`config.mk`:
```
export PLATFORM = sky130hd
export DESIGN_NAME = reg_file_sb
export DESIGN_NICKNAME = d
export VERILOG_FILES = /design/src/rtl/reg_file_sb.sv
export SDC_FILE = /design/constraint.sdc
export NUM_CORES = 2
export LEC_CHECK = 0
export BUFFER_PORTS_ARGS = -buffer_cell sky130_fd_sc_hd__buf_2
export CAP_MARGIN = 25
export CORE_ASPECT_RATIO = 1.25
export CORE_MARGIN = 1
export CORE_UTILIZATION = 40
export CTS_BUF_LIST = sky130_fd_sc_hd__clkbuf_8
export CTS_CLUSTER_SIZE = 10
export DETAILED_ROUTE_END_ITERATION = 10
export GPL_TIMING_DRIVEN = 0
export PLACE_DENSITY = 0.62
export SLEW_MARGIN = 20
export SYNTH_ARGS = -nofsm -noshare
export SYNTH_HDL_FRONTEND = slang
export SYNTH_SLANG_ARGS = --single-unit
```
`constraint.sdc`:
```
create_clock -name clk -period 5.3 [get_ports clk]
set_clock_uncertainty 0.2 [all_clocks]
set_input_delay 1.06 -clock clk [delete_from_list [all_inputs] [get_ports clk]]
set_output_delay 1.06 -clock clk [all_outputs]
set_load 0.05 [all_outputs]
```
`src/rtl/reg_file_sb.sv`:
```
// Integer register file with a pending-write scoreboard: two combinational read
// ports, one writeback port, per-register busy bits and a busy count.
// Optional same-cycle writeback forwarding: define REGFILE_WR_BYPASS_EN.
module reg_file_sb #(
    parameter int XLEN  = 32,
    parameter int NREGS = 32,
    parameter int AW    = $clog2(NREGS),
    parameter int CW    = $clog2(NREGS) + 1
) (
    input  logic            clk,
    input  logic            rst,
    input  logic [AW-1:0]   rs1_addr,
    input  logic [AW-1:0]   rs2_addr,
    output logic [XLEN-1:0] rs1_data,
    output logic [XLEN-1:0] rs2_data,
    output logic            rs1_busy,
    output logic            rs2_busy,
    input  logic            iss_valid,
    input  logic [AW-1:0]   iss_rd,
    output logic            iss_ready,
    input  logic            wb_valid,
    input  logic [AW-1:0]   wb_rd,
    input  logic [XLEN-1:0] wb_data,
    output logic [CW-1:0]   pend_cnt
);

    logic [XLEN-1:0]  regs [NREGS];
    logic [NREGS-1:0] busy;
    logic [NREGS-1:0] busy_next;
    logic [CW-1:0]    cnt;

    logic wb_en;
    logic iss_set;
    logic cnt_inc;
    logic cnt_dec;

    // x0 is never written and never marked busy.
    assign wb_en   = wb_valid && (wb_rd != '0);
    assign iss_set = iss_valid && iss_ready && (iss_rd != '0);

    // A same-rd reservation keeps the bit set, so the writeback retires nothing.
    assign cnt_inc = iss_set && !busy[iss_rd];
    assign cnt_dec = wb_en && busy[wb_rd] && !(iss_set && (iss_rd == wb_rd));

    // Reservation: one outstanding write per register (busy dest is a WAW stall).
    always_comb begin
        iss_ready = (iss_rd == '0) || !busy[iss_rd];
`ifdef REGFILE_WR_BYPASS_EN
        if (wb_en && (wb_rd == iss_rd)) begin
            iss_ready = 1'b1;
        end
`endif
    end

    // Read port 1.
    // NOTE: every output of an always_comb gets a default on entry; a path that
    // leaves one unassigned would infer a latch.
    always_comb begin
        rs1_data = regs[rs1_addr];
        rs1_busy = busy[rs1_addr];
`ifdef REGFILE_WR_BYPASS_EN
        if (wb_en && (rs1_addr == wb_rd)) begin
            rs1_data = wb_data;
            rs1_busy = 1'b0;
        end
`endif
        if (rs1_addr == '0) begin
            rs1_data = '0;
            rs1_busy = 1'b0;
        end
    end

    // Read port 2.
    always_comb begin
        rs2_data = regs[rs2_addr];
        rs2_busy = busy[rs2_addr];
`ifdef REGFILE_WR_BYPASS_EN
        if (wb_en && (rs2_addr == wb_rd)) begin
            rs2_data = wb_data;
            rs2_busy = 1'b0;
        end
`endif
        if (rs2_addr == '0) begin
            rs2_data = '0;
            rs2_busy = 1'b0;
        end
    end

    // Clear for the retiring writer first, then set for the new producer so
    // that a same-rd reservation wins.
    always_comb begin
        busy_next = busy;
        if (wb_en) begin
            busy_next[wb_rd] = 1'b0;
        end
        if (iss_set) begin
            busy_next[iss_rd] = 1'b1;
        end
    end

    // NOTE: the register array is reset along with the scoreboard because the
    // architectural state must read as zero after rst; this costs a reset mux
    // per flop and rules out mapping the array onto a RAM macro.
    always_ff @(posedge clk) begin
        if (rst) begin
            for (int i = 0; i < NREGS; i++) begin
                regs[i] <= '0;
            end
            busy <= '0;
            cnt  <= '0;
        end else begin
            // NOTE: state is updated with non-blocking assignments so every
            // flop samples pre-edge values regardless of statement order.
            if (wb_en) begin
                regs[wb_rd] <= wb_data;
            end
            busy <= busy_next;
            case ({cnt_inc, cnt_dec})
                2'b10:   cnt <= cnt + CW'(1);
                2'b01:   cnt <= cnt - CW'(1);
                default: cnt <= cnt;
            endcase
        end
    end

    assign pend_cnt = cnt;

endmodule

```
==> out/qor.yml <==
layout:
  nNetsFinal: 4154
  ff_latch_area_um2: 31510
  multi_input_area_um2: 23570
  drive_gt1_share_pct: 25.14
  area_delta_synth_final_pct: 12.23
  fillers: 12490
die:
  io-pin-count: 129
  die_y_um: 422.7
  num_rows: 154
  die_x_um: 338.5
  start_util_pct: 40.26
  core_um2: 140700
  dieArea_um2: 143100
grt:
  grt_pass1_vias: 36390
  grt_max_degree: 25
  grt_pass1_wl_mm: 263.6
  grt_usage_pct: 26.09
  antenna_found_initial: 13
  gr-total-overflow: 0
setup_path:
  worstSetupEndpointType: "output port"
  path_max_fanout: 10
  cp.required_ps: 4040
  critPathTopFamily: "buffers and inverters"
  cp_cell_sequence: "buf_2, clkbuf_2, nand2_1, clkbuf_2, o221ai_1, a21oi_1, a21boi_2, buf_2"
  cp-start-kind: "primary input"
  crit_arrival_ps: 4120
  critPathBufInv: 4
  max_stage_delay_ps: 500
  cp_slowest_cell: "clkbuf_2"
  critical_path_class: "in2out"
logic_synthesis:
  async_reset_ff_share_pct: 0
  avgSynthCellArea_um2: 15.12
  synth.most_common_cell: "edfxtp_1"
  yosys_register_bits: 1062
  synth.area.top_cells: "edfxtp_1 54%, mux4_2 20%, and2_1 11%"
  synthCells: 3745
  ys.flop_type: "edfxtp_1"
  synth_area_um2: 56620
  synth_area_leader_cell: "edfxtp_1"
  yosys.area.top_type_share_pct: 54.30
  ys_seq_area_share_pct: 55.65
  ys_types: 55
  yosys-top-cells-count: "1024 x edfxtp_1, 997 x and2_1, 501 x mux4_2"
  synth_edf_count: 1024
  yosys_warnings: 0
place:
  routabilityCongestion: 0.9688
  dp_slack_ps: -949.8
  port_buffers: 120
  hpwl_mm: 148.4
clocking:
  path_clk_slew_ps: 60
  cts_buffers: 160
  post_cts_buffers: 0
  clock_latency_ps: 900
  cts-root-buf: "clkbuf_8"
  cts_sinks: 1062
  cts_tree: "done"
  htree_levels: 4
  clock_path_buffers: 3
timing:
  max_slew_margin_pct: 20.67
  maxSlewViolCount: 0
  layout_setup_ws_ps: -79.17
  fin_crit_ps: 5379
  grt_setup_unrepaired: "false"
  tightest_slew_ps: 1190
  clock.fmax_ghz: 0.1859
  finalHoldViolations: 0
  fin_crit_sh_pct: 101.5
  setup_viol: 6
pwr:
  p_leak_nw: 21.99
  power_w: 0.01921
  p_per_area_nw_per_um2: 302.3
  peakVddDrop_mv: 0.3073
route:
  ant_nets: 0
  dr.pass1.iters: 6
  drt_iter0_drc: 3984
  avgRoutedWirePerCell_um: 30.94
  drt-total-wl_mm: 188.4
  num_vias: 35930
  vias_per_cell: 5.902
  drcViolationCount: 0
hold_path:
  hp-class: "reg2reg"
outcome:
  violations: "setup timing"
  status: "finished with violations"
flow_run:
  drv_cap: 0
## logic make-up (layout without fill, tap and decap cells)
logic type / Yosys count / after routing / synth area share [%]
buffers and inverters: 434 / 871 / 3.272
adders and majority gates: 6 / 6 / 0.1458
and+or+nand+nor: 1107 / 1107 / 12.01
AOI/OAI and AO/OA: 415 / 415 / 4.994
other: 1 / 35 / 0.006623
DFF: 1062 / 1062 / 55.65
xor gates and xnor gates: 2 / 2 / 0.03094
muxes: 718 / 718 / 23.90
## where the power goes
part / total (W) / switching, W / internal [W] / leakage (nW)
clock network: 0.00645 / 0.00333 / 0.00312 / 1.65
logic: 0.00287 / 0.00180 / 0.00107 / 10.3
registers: 0.00989 / 0.000232 / 0.00966 / 10.1
total: 0.0192 / 0.00536 / 0.0139 / 22.0
## worst register-to-register path, stage by stage, from the launching register on
cell,delay (ps)
dfxtp_1,350
mux4_2,510
a22o_1,240
a221oi_1,460
a31oi_1,300
ha_1,360
ha_1,310
a21o_1,200
a31oi_1,240
mux2_2,380
a31o_2,200
a21oi_1,120
## cells in the final DEF (no fill, tap or decap), drive strengths merged, types with 4 or more instances in the layout
master / count
a211oi: 41
a21boi: 29
a21o: 25
a21oi: 63
a22o: 5
a22oi: 97
and2: 997
buf: 247
bufinv: 5
clkbuf: 468
clkinv: 59
clkinvlp: 4
conb: 32
dfxtp: 38
edfxtp: 1024
ha: 5
inv: 85
mux2: 34
mux2i: 181
mux4: 503
nand2: 16
nand3: 6
nand3b: 6
nor2: 40
nor2b: 8
nor3: 7
o21ai: 35
o21bai: 7
o221ai: 33
o22ai: 72
or3: 4
or3b: 5
## registers in the layout, summed over array words and instances (netlist names)
name	count
regs	1024
pend_cnt	6
busy	32
## per-stage QoR
step	util [%]	TNS, ps	area (um2)	hold WS [ps]	cells
finish	45.18	-242.2	63550	284.3	6088
detailed placement	43.02	-23940	60510	279.5	5804
global placement	42.43	-103160	59680	268.6	5768
global route	45.17	0	63540	304.7	6086
CTS	45.16	-1476	63520	285.8	6085
floorplan	-	0	56740	277.2	3776
## area by class of cell
type	count	area share (%)
tap	1872	3.686
inverter	35	0.2067
timing repair buffer	156	2.042
multi-input combinational	2280	37.09
sequential	1062	49.59
buffer	397	2.833
antenna	3	0.01181
clock inverter	118	0.9727
clock buffer	165	3.574
## per-layer routing
metal | track usage (%) | up-vias | part of all wire (%)
met5 | 0 | - | 0.072
met2 | 42.93 | 1742 | 48
li1 | - | 15180 | -
met3 | 5.305 | 371 | 8.2
met4 | 13.07 | 4 | 5.4
met1 | 32.70 | 18640 | 38
## repair_timing
action                                  4_1_cts  5_1_grt
endpoints found under the setup margin       66       35
gates resized for setup                      59       19
hold endpoints to repair                      0        0
hold buffers                                  0        0
## worst paths after layout
| kind | from | end | slack (ps) | depth (start not counted) |
|---|---|---|---|---|
| hold reg to reg | pend_cnt[5]$_SDFFE_PP0P_ | pend_cnt[5]$_SDFFE_PP0P_ | 280 | 2 |
| hold / removal | pend_cnt[5]$_SDFFE_PP0P_ | pend_cnt[5]$_SDFFE_PP0P_ | 280 | 2 |
| setup reg to reg | busy[14]$_SDFF_PP0_ | pend_cnt[5]$_SDFFE_PP0P_ | 1340 | 11 |
| setup / recovery | rs1_addr[1] | rs1_data[2] | -80 | 8 |
No activity file was read; power rests on OpenSTA's default activity.
